===== src/rtl/alu_bist.sv =====
// Built-in self test for the ALUControl+alu pair.
// Walks a 9-entry vector ROM and counts result mismatches.
module alu_bist #(
  parameter int unsigned SETTLE_CYCLES = 2,
  parameter bit          STOP_ON_FAIL  = 1'b0
) (
  input  logic        clk,
  input  logic        reset,
  input  logic        start,
  output logic [3:0]  func_code,
  output logic [6:0]  opcode,
  output logic [31:0] op_a,
  output logic [31:0] op_b,
  input  logic [31:0] alu_out,
  input  logic        branch_enable,
  output logic        busy,
  output logic        done,
  output logic        pass,
  output logic [3:0]  fail_count,
  output logic [3:0]  fail_index,
  output logic [3:0]  vec_index
);

  typedef enum logic [1:0] {
    IDLE,
    RUN,
    DONE
  } state_e;

  localparam logic [3:0] SETTLE  = 4'(SETTLE_CYCLES);
  localparam logic [3:0] LAST    = 4'd8;
  localparam logic [6:0] OP_REG  = 7'b0110011;

  state_e      state_q, state_d;
  logic [3:0]  vec_q, vec_d;
  logic [3:0]  cnt_q, cnt_d;
  logic [3:0]  fcnt_q, fcnt_d;
  logic [3:0]  fidx_q, fidx_d;
  logic        done_q, done_d;

  logic [3:0]  rom_fc;
  logic [31:0] rom_a;
  logic [31:0] rom_b;
  logic [31:0] rom_exp;
  logic        mism;

  // Vector ROM: operands and expected result for the current index
  always_comb begin
    rom_fc  = 4'b0000;
    rom_a   = 32'd0;
    rom_b   = 32'd0;
    rom_exp = 32'd0;
    case (vec_q)
      4'd0: begin rom_fc = 4'b0111; rom_a = 32'h0F;   rom_b = 32'h55; rom_exp = 32'h05;   end
      4'd1: begin rom_fc = 4'b0110; rom_a = 32'h0F;   rom_b = 32'h55; rom_exp = 32'h5F;   end
      4'd2: begin rom_fc = 4'b0000; rom_a = 32'd10000; rom_b = 32'd111; rom_exp = 32'd10111; end
      4'd3: begin rom_fc = 4'b1000; rom_a = 32'd10000; rom_b = 32'd111; rom_exp = 32'd9889;  end
      4'd4: begin rom_fc = 4'b0010; rom_a = 32'd0;    rom_b = 32'd2;  rom_exp = 32'd1;    end
      4'd5: begin rom_fc = 4'b0101; rom_a = 32'd16;   rom_b = 32'd2;  rom_exp = 32'd4;    end
      4'd6: begin rom_fc = 4'b1101; rom_a = 32'd8;    rom_b = 32'd1;  rom_exp = 32'd4;    end
      4'd7: begin rom_fc = 4'b0001; rom_a = 32'd2;    rom_b = 32'd2;  rom_exp = 32'd8;    end
      4'd8: begin rom_fc = 4'b0100; rom_a = 32'h55;   rom_b = 32'hFF; rom_exp = 32'hAA;   end
      default: begin rom_fc = 4'b0000; rom_a = 32'd0; rom_b = 32'd0; rom_exp = 32'd0; end
    endcase
  end

  assign mism = (alu_out != rom_exp) || branch_enable;

  // State, vector pointer, settle counter and result registers
  always_ff @(posedge clk or posedge reset) begin
    if (reset) begin
      state_q <= IDLE;
      vec_q   <= 4'd0;
      cnt_q   <= 4'd0;
      fcnt_q  <= 4'd0;
      fidx_q  <= 4'hF;
      done_q  <= 1'b0;
    end else begin
      state_q <= state_d;
      vec_q   <= vec_d;
      cnt_q   <= cnt_d;
      fcnt_q  <= fcnt_d;
      fidx_q  <= fidx_d;
      done_q  <= done_d;
    end
  end

  // Next-state: accept start outside RUN, sample each vector after settling
  always_comb begin
    state_d = state_q;
    vec_d   = vec_q;
    cnt_d   = cnt_q;
    fcnt_d  = fcnt_q;
    fidx_d  = fidx_q;
    done_d  = done_q;
    case (state_q)
      IDLE, DONE: begin
        if (start) begin
          state_d = RUN;
          vec_d   = 4'd0;
          cnt_d   = 4'd1;
          fcnt_d  = 4'd0;
          fidx_d  = 4'hF;
          done_d  = 1'b0;
        end
      end
      RUN: begin
        if (cnt_q >= SETTLE) begin
          cnt_d = 4'd1;
          if (mism) begin
            if (fcnt_q != 4'hF) fcnt_d = fcnt_q + 4'd1;
            if (fcnt_q == 4'd0) fidx_d = vec_q;
          end
          if (vec_q == LAST || (STOP_ON_FAIL && mism)) begin
            state_d = DONE;
            done_d  = 1'b1;
          end else begin
            vec_d = vec_q + 4'd1;
          end
        end else begin
          cnt_d = cnt_q + 4'd1;
        end
      end
      default: state_d = IDLE;
    endcase
  end

  assign busy       = (state_q == RUN);
  assign func_code  = busy ? rom_fc : 4'd0;
  assign opcode     = busy ? OP_REG : 7'd0;
  assign op_a       = busy ? rom_a : 32'd0;
  assign op_b       = busy ? rom_b : 32'd0;
  assign done       = done_q;
  assign pass       = done_q && (fcnt_q == 4'd0);
  assign fail_count = fcnt_q;
  assign fail_index = fidx_q;
  assign vec_index  = vec_q;

endmodule


===== config.mk =====
export PLATFORM = sky130hd
export DESIGN_NAME = alu_bist
export DESIGN_NICKNAME = d
export VERILOG_FILES = /design/src/rtl/alu_bist.sv
export SDC_FILE = /design/constraint.sdc
export NUM_CORES = 1
export LEC_CHECK = 0
export BUFFER_PORTS_ARGS = -buffer_cell sky130_fd_sc_hd__clkbuf_2
export CAP_MARGIN = 20
export CORE_UTILIZATION = 47
export CTS_BUF_LIST = sky130_fd_sc_hd__clkbuf_16
export CTS_CLUSTER_SIZE = 14
export DETAILED_ROUTE_END_ITERATION = 8
export HOLD_SLACK_MARGIN = 0.12
export PLACE_DENSITY = 0.87
export SLEW_MARGIN = 40
export SYNTH_ARGS = -nofsm -noshare
export SYNTH_HDL_FRONTEND = slang
export SYNTH_SLANG_ARGS = --single-unit

===== constraint.sdc =====
create_clock -name clk -period 6 [get_ports clk]
set_clock_uncertainty 0.2 [all_clocks]
set_input_delay 0.6 -clock clk [delete_from_list [all_inputs] [get_ports clk]]
set_output_delay 0.6 -clock clk [all_outputs]
set_load 0.01 [all_outputs]

# After elaboration in Yosys (flattened, before gate mapping)
# Memories as Yosys holds them, arrays and structs flattened.
# Cells that the tools add are included.
[op_classes]
n_addsub = 3
n_lt_le_gt_ge = 1
n_eq_ne = 12
mux = 28
n_reduce_logical = 12
[op_table]
columns = ["operator", "n"]
rows = [
  ["2-to-1 mux 32 bit", 2],
  ["2-to-1 mux 4 bit", 13],
  ["inequality test 32 bit", 1],
  ["case mux 4 bit (2 select lines)", 4],
  ["adder 4 x 1 -> 4 bit, second input constant", 3],
  ["inequality test 2 x 1 -> 1 bit, second input constant", 5],
  ["AND reduction 5 bit", 2],
  ["AND reduction 4 bit", 2],
  ["2-to-1 mux 2 bit", 3],
  ["2-to-1 mux 6 bit", 1],
  ["== test 4 bit, second input constant", 1],
  [">= comparator 4 x 2 -> 1 bit, second input constant", 1],
  ["logical NOT 4 bit", 1],
  ["inequality test 2 bit, second input constant", 2],
  ["inequality test 4 bit, second input constant", 1],
  ["case mux 2 bit (2 select lines)", 1],
  ["2-to-1 mux 1 bit", 3],
  ["AND reduction 3 bit", 1],
  ["== test 2 x 1 -> 1 bit, second input constant", 1],
  ["== test 2 bit, second input constant", 1],
  ["logical NOT 2 bit", 1],
  ["case mux 1 bit (2 select lines)", 1],
  ["AND reduction 2 bit", 1],
  ["nonzero test 2 bit", 1],
  ["other kinds (3)", 3],
]
[totals]
register_bits = 19
rom_bits = 544
input_bits = 36
output_inout_bits = 90
elab_cells = 63
memories = 1
[memory_table]
columns = ["name", "words", "word_bits", "read_ports", "rd_ports_with_merged_regs", "write_ports", "line", "source"]
rows = [
  ["(name not given)", 16, 34, 1, 0, 0, "53", "case (vec_q)"],
]

# Longest topological paths before layout
# Gate-level depths: netlist (run 1).
# An unclocked memory read counts as a cell.
[depth]
word_depth = 6
depth_mapped = 10
depth_no_buf = 9

# Worst setup path after synthesis (run 1)
# Ideal clock, no wire load.
[synth_timing]
path_kind = "reg2reg"
start = "register vec_q[1] (netlist: vec_index[1])"
end = "register fidx_q[2] (netlist: fail_index[2])"
arrival_time_ps = 2639
t_required_ps = 5715
setup_slack_ps = 3076
path_stages_with_launch = 10
n_path_buf = 0
synth_period_minus_slack_ps = 2924
path_cell_list = "dfrtp_1 -> inv_1 -> ha_1 -> nor2b_1 -> a2111oi_2 -> a311oi_1 -> a211o_1 -> nor4_4 -> nor3_2 -> mux2_1"
[synth_between]
elab_chain_cells = 5
[synth_lines]
columns = ["element", "line", "source"]
rows = [
  ["from (decl)", "35", "logic [3:0] vec_q, vec_d;"],
  ["from (signal assigned)", "80", "vec_q <= vec_d;"],
  ["memory (16 x 34 bit)", "-", ""],
  ["inequality test 32 bit", "67", "assign mism = (alu_out != rom_exp) || branch_enable;"],
  ["logical OR 1 bit", "67", ""],
  ["inequality test 2 x 1 -> 1 bit (no source line)", "-", ""],
  ["AND reduction 5 bit (no source line)", "-", ""],
  ["to (signal assigned)", "83", "fidx_q <= fidx_d;"],
  ["to (decl)", "38", "logic [3:0] fidx_q, fidx_d;"],
]
# Every way passes these cells.
# A chain may end at the register's enable or synchronous reset.

# Worst setup path after layout (run 1)
[layout_timing]
start = "register vec_q[1] (netlist: vec_index[1])"
end = "register fidx_q[3] (netlist: fail_index[3])"
# Same word-level chain as after synthesis.

==> metrics.md, run 1 <==
| Metric | Value |
|---|---|
| Pre-Repair DR Iteration Count | `5` |
| Post-CTS setup buffer count | `0` |
| Critical Path End Type | `register` |
| Leakage | `1.195 nW` |
| Fmax | `308.6 MHz` |
| Post_cts resized | `0` |
| Tcrit/Tclk final | `54.00%` |
| Sw Share | `52.05%` |
| Startpoint types | `register` |
| Vias in the first global route | `1520` |
| Sink Count | `19` |
| Setup-failing EPs final | `0` |
| Final Max Tran Viols | `0` |
| Post-synthesis cell count | `245` |
| Clock Path Buffers | `2` |
| CP Max Fanout | `11` |
| Avg Inst Size Synth | `8.146 µm²` |
| Maxcap violations | `0` |
| Initial DRC count | `106` |
| WP data arrival | `3.22 ns` |
| Number of flops mapped to enable cells by yosys | `0` |
| Clk slew on worst S/H paths | `0.05 ns` |
| Share of the synthesized area in the top cell type | `22.95%` |
| Top cells by area, synth | `buf_4 23%, dfrtp_1 19%, ha_1 7.5%, dfstp_2 5.3%, a21oi_1 4.3%` |
| CTS root buffer | `clkbuf_16` |
| Clk pwr share | `10.4%` |
| Psw | `0.6748 mW` |
| Routed Antenna Nets | `0` |
| HP Class | `in -> async` |
| Rows | `23` |
| Min Tclk post-route | `3.240 ns` |
| First-pass GRT wire length | `7065 µm` |
| GRT Util Overall | `20.98%` |
| Die area | `4510 µm²` |
| Ys async rst share | `100.0%` |
| Width of the die | `67.16 µm` |
| Netlist Area Pre-Place | `1996 µm²` |
| Utilization after layout | `54.72%` |
| Share of cells above drive strength 1 | `30.07%` |
| Drt total wl | `4549 µm` |
| Number of CTS-inserted buffers | `3` |
| Initial Utilization | `49.53%` |
| Via density | `5.053` |
| Crit Path Class | `reg -> reg` |
| Synth top cells by count | `61 x buf_4, 20 x nor2_1, 17 x a21oi_1` |
| Peak supply drop | `0.3031 mV` |
| Cell taking the most area after synthesis | `buf_4` |
| Pin count of the biggest net entering global routing | `20` |
| Initial antenna violation count | `0` |
| Top-count cell post-synth | `buf_4` |
| Via count | `1799` |
| Ant. Diodes | `0` |
| Area delta synth->final | `10.47%` |
| Worst Path Required | `5.98 ns` |
| Core area | `4029 µm²` |
| Pint | `0.6217 mW` |
| Slew margin rel. | `53.63%` |
| Slew @ Worst Pin | `0.6948 ns` |
| Gr ovfl total | `0` |
| Sequential area share after synthesis | `24.08%` |
| Prevailing post-synth register cell | `dfrtp_1` |
| Final #Nets | `355` |
| YS warnings | `0` |
| Setup Total Neg Slack | `0 ns` |
| Sequential power share | `21.6%` |
| Logic pwr share | `68.1%` |
| Avg WL per Cell | `12.78 µm` |
| Die Y | `67.16 µm` |
| Status | `completed` |
| Hold buffer count at cts | `0` |
| Worst-skew pair later-pin latency | `0.25 ns` |
| PwrDens | `588.1 nW/µm²` |
| Register bit total from synthesis | `19` |
| H-tree depth | `1` |
| Port buffer count | `76` |
| Distinct cells, synth | `51` |
| Fin. Hold Viols | `0` |
| Unrepaired setup endpoints after global routing | `false` |
| Drc violations | `0` |
| Io pins | `126` |
| CTS tree | `yes` |
| Gpl congestion | `0.9209` |
| DP HPWL | `3673 µm` |
state kept, by name, indices dropped and copies added (netlist names):
register,cells
fail_count,4
state_q,2
fail_index,4
cnt_q,4
done,1
vec_index,4
layout by cell type, fill, tap and decap left out, drive strengths merged, types with 2 or more instances in the layout:
cell    count
clkbuf     79
conb       49
nor2       20
a21oi      17
dfrtp      15
inv        14
nand2      13
o21ai      13
ha         12
nand2b      7
nor4        7
nand3       5
nor3        5
and3        4
dfstp       4
mux2        4
a211o       3
mux2i       3
nand4       2
a22o        2
a31oi       2
o21a        2
and4        2
nor2b       2
or4         2
a211oi      2
cell type report:
class                      count  area, µm²
timing repair buffer          76      380.4
clock inverter                 1      3.754
inverter                      13      48.80
fill                         391       1824
tap                           50      62.56
sequential                    19      480.5
multi-input combinational    194       1154
clock buffer                   3      75.07
power by group through the flow:
stage / Sequential [mW] / Combinational, mW / Clock (mW)
final: 0.280 / 0.882 / 0.134
after global routing: 0.294 / 0.986 / 0.141
after CTS: 0.278 / 0.881 / 0.137
after detailed placement: 0.280 / 0.876 / 0
after global placement: 0.276 / 0.848 / 0
after floorplan: 0.267 / 0.682 / 0
critical path, stage by stage, from the launching register on:
cell and delay, ns:
dfrtp_1 0.53, inv_1 0.20, ha_1 0.43, nor2b_1 0.19, a2111oi_2 0.35, a311oi_1 0.10
a211o_1 0.28, nor4_4 0.42, nor3_2 0.14, mux2_1 0.33
metal layers:
metal	GRT usage [%]	routed length, µm	share of wire, %	vias up
met5	0	0	0	-
met2	36.75	2304	51	120
met3	3.547	363	8.0	11
met4	8.511	88	1.9	0
li1	-	-	-	863
met1	25.24	1792	39	805
metrics by stage:
step | cells | hold WS, ns | total power [mW] | setup WS, ns | area [µm²]
after floorplan | 293 | 0.2575 | 0.9484 | 3.076 | 2176
after global placement | 352 | 0.2649 | 1.124 | 2.966 | 2126
after detailed placement | 352 | 0.2777 | 1.155 | 2.802 | 2126
after CTS | 356 | 0.2529 | 1.295 | 2.792 | 2205
after global routing | 356 | 0.3100 | 1.421 | 2.575 | 2205
final | 356 | 0.2308 | 1.297 | 2.760 | 2205
kinds of logic (layout without fill, tap and decap cells):
group	count (synthesis)	after routing	synth area share [%]
buffers and inverters	80	93	27.15
and+or+nand+nor	74	74	20.56
AOI/OAI and AO/OA	50	50	15.86
DFF	19	19	24.08
adders and majority gates	12	12	7.523
muxes	7	7	3.762
xor gates and xnor gates	2	2	0.8779
other	1	49	0.1879
worst paths after layout:
path	from	endpoint	slack, ns	depth (start not counted)
max	vec_index[1]	fail_index[3]	2.76	9
min	reset	cnt_q[3]	0.23	2
max reg2reg	vec_index[1]	fail_index[3]	2.76	9
min reg2reg	state_q[1]	state_q[1]	0.30	1
max in group asynchronous	reset	vec_index[1]	4.93	2
min in group clk	state_q[1]	state_q[1]	0.30	1
Note: power is estimated with default switching activity, not from simulation.
==> run 2, diff against run 1 <==
--- a/config.mk
+++ b/config.mk
@@ -7,12 +7,12 @@
 export LEC_CHECK = 0
 export BUFFER_PORTS_ARGS = -buffer_cell sky130_fd_sc_hd__clkbuf_2
 export CAP_MARGIN = 20
-export CORE_UTILIZATION = 47
+export CORE_UTILIZATION = 43
 export CTS_BUF_LIST = sky130_fd_sc_hd__clkbuf_16
 export CTS_CLUSTER_SIZE = 14
 export DETAILED_ROUTE_END_ITERATION = 8
 export HOLD_SLACK_MARGIN = 0.12
-export PLACE_DENSITY = 0.87
+export PLACE_DENSITY = 0.81
 export SLEW_MARGIN = 40
 export SYNTH_ARGS = -nofsm -noshare
 export SYNTH_HDL_FRONTEND = slang
==> constraint.sdc (replaced) <==
create_clock -name clk -period 3.2 [get_ports clk]
set_clock_uncertainty 0.2 [all_clocks]
set_input_delay 0.32 -clock clk [delete_from_list [all_inputs] [get_ports clk]]
set_output_delay 0.32 -clock clk [all_outputs]
set_load 0.01 [all_outputs]
==> metrics.md, run 2 (synthesis results as in run 1) <==
| Metric | Value |
|---|---|
| Vias in the first global route | `1628 (+7.1%)` |
| Area occupied by multi-input gates | `1154 µm² (unchanged)` |
| Critical Path End Type | `register` |
| Worst Path Required | `3.17 ns (-2.81 ns)` |
| Initial Utilization | `45.21% (-4.3 points)` |
| Final #Nets | `360 (+1.4%)` |
| Avg WL per Cell | `11.81 µm (-7.6%)` |
| Post-CTS setup buffer count | `0 (unchanged)` |
| Unrepaired setup endpoints after global routing | `false` |
| CTS tree | `yes` |
| Initial antenna violation count | `0 (unchanged)` |
| Ant. Diodes | `0 (unchanged)` |
| Gr ovfl total | `0 (unchanged)` |
| Fin. Hold Viols | `0 (unchanged)` |
| H-tree depth | `1 (unchanged)` |
| Most common cell after layout, fill and taps aside | `clkbuf_2` |
| Via density | `4.854 (-3.9%)` |
| Sequential cell area | `480.5 µm² (unchanged)` |
| Sw Share | `50.89% (-1.2 points)` |
| Worst setup margin | `0.3172 ns (-2.443 ns)` |
| Drc violations | `0 (unchanged)` |
| PwrDens | `1085 nW/µm² (+85%)` |
| Area delta synth->final | `12.66%` |
| Sequential power share | `19.7% (-1.9 points)` |
| Maxcap violations | `0 (unchanged)` |
| Die area | `4918 µm² (+9.0%)` |
| HP Class | `in -> reg` |
| Clock Path Buffers | `2 (unchanged)` |
| Io pins | `126 (unchanged)` |
| Psw | `1.242 mW (+84%)` |
| Clk pwr share | `10.5% (about the same)` |
| Tcrit/Tclk final | `90.09% (+36 points)` |
| Status | `completed` |
| Width of the die | `70.13 µm (+4.4%)` |
| Total power | `2.440 mW (+88%)` |
| Crit Path Class | `reg -> reg` |
| Worst-skew pair later-pin latency | `0.25 ns (about the same)` |
| Startpoint types | `register` |
| Sink Count | `19 (unchanged)` |
| Filler Cells Inserted | `458 (+17%)` |
| Rows | `24 (+4.3%)` |
| Gpl congestion | `0.8153 (-11%)` |
| Share of cells above drive strength 1 | `31.19% (+1.1 points)` |
| Worst slack, placed | `0.1988 ns (-2.603 ns)` |
| Pre-Repair DR Iteration Count | `4 (-1)` |
| Die Y | `70.13 µm (+4.4%)` |
| DP HPWL | `3513 µm (-4.4%)` |
| Clk slew on worst S/H paths | `0.05 ns (about the same)` |
| Drt total wl | `4286 µm (-5.8%)` |
| Peak supply drop | `0.6125 mV (+100%)` |
| Pin count of the biggest net entering global routing | `20 (unchanged)` |
| Setup-failing EPs final | `0 (unchanged)` |
| WP data arrival | `2.85 ns (-0.37 ns)` |
| Fmax | `346.9 MHz (+12%)` |
| Leakage | `1.214 nW (+1.6%)` |
| Most frequent cells in the layout | `76 x clkbuf_2, 49 x conb_1, 20 x nor2_1` |
| Min Tclk post-route | `2.883 ns (-0.3571 ns)` |
| Final Max Tran Viols | `0 (unchanged)` |
| Slew @ Worst Pin | `0.6710 ns (-0.02380 ns)` |
| Port buffer count | `76 (unchanged)` |
| Core area | `4414 µm² (+9.6%)` |
| Pint | `1.198 mW (+93%)` |
| Slew margin rel. | `54.99% (+1.4 points)` |
| First-pass GRT wire length | `7176 µm (+1.6%)` |
| CTS root buffer | `clkbuf_16` |
| Via count | `1762 (-2.1%)` |
| R2r setup slk | `0.32 ns (-2.44 ns)` |
| Logic pwr share | `69.8% (+1.7 points)` |
| Number of CTS-inserted buffers | `3 (unchanged)` |
| GRT Util Overall | `17.60% (-3.4 points)` |
| Setup Total Neg Slack | `0 ns (unchanged)` |
| CP Max Fanout | `6 (-5)` |
| Initial DRC count | `51 (-52%)` |
| Routed Antenna Nets | `0 (unchanged)` |
-- run 2: cell count changes in the layout (fill, tap and decap cells not counted) --
cell / previous run / this run
buf_4: 0 / 4
dlygate4sd3_1: 0 / 1
clkinv_1: 0 / 1
inv_1: 11 / 9
clkinv_2: 0 / 1
-- run 2: repair_timing --
item                                    4_1_cts  5_1_grt
hold buffers                                  1        0
resized for setup                             0        0
endpoints found under the hold margin        15        0
endpoints found under the setup margin        0        1
-- run 2: per-layer routing --
metal | wire, µm | GRT usage, %
met2 | 2192 | 32.48
met4 | 27 | 5.778
met1 | 1845 | 21.26
met3 | 221 | 1.587
met5 | 0 | 0
-- run 2: power by group through the flow --
stage          combinational, mW  clock [mW]  sequential, mW
5_1_grt                     1.91       0.271           0.500
6_report                    1.70       0.255           0.481
4_1_cts                     1.72       0.263           0.482
2_1_floorplan               1.28           0           0.500
3_3_place_gp                1.67           0           0.482
3_5_place_dp                1.71           0           0.487
-- run 2: worst paths after layout --
kind,depth (start not counted),to,start
hold / removal,3,state_q[0],start
max in group asynchronous,3,fail_index[3],reset
setup / recovery,9,fail_index[2],vec_index[1]
min in group asynchronous,3,cnt_q[2],reset
hold reg to reg,2,fail_index[0],fail_index[0]
setup reg to reg,9,fail_index[2],vec_index[1]
-- run 2: final cells by class --
class,count,area share (%)
multi-input cells,194,51.31
flip-flops and latches,19,21.37
repair buffers,81,18.70
clock buffers,3,3.339
well taps,52,2.894
inverters,13,2.170
clock inverters,1,0.2226
-- run 2: through the flow --
stage               std cells  utilization (%)  instance area, µm²  hold WS [ns]
finish                    363            50.94                2248        0.1783
CTS                       363            50.94                2248        0.1751
global route              363            50.94                2248        0.2280
detailed placement        358            48.89                2158        0.2545
global placement          358            48.89                2158        0.2425
floorplan                 293                -                2176       0.06817
-- run 2: worst max-delay path, stage by stage, from the launching register on --
cell,delay (ns)
dfrtp_1,0.37
inv_1,0.15
ha_1,0.35
nor2b_1,0.19
a2111oi_2,0.33
a311oi_1,0.09
a211o_1,0.28
nor4_4,0.35
nor3_2,0.14
mux2_1,0.35
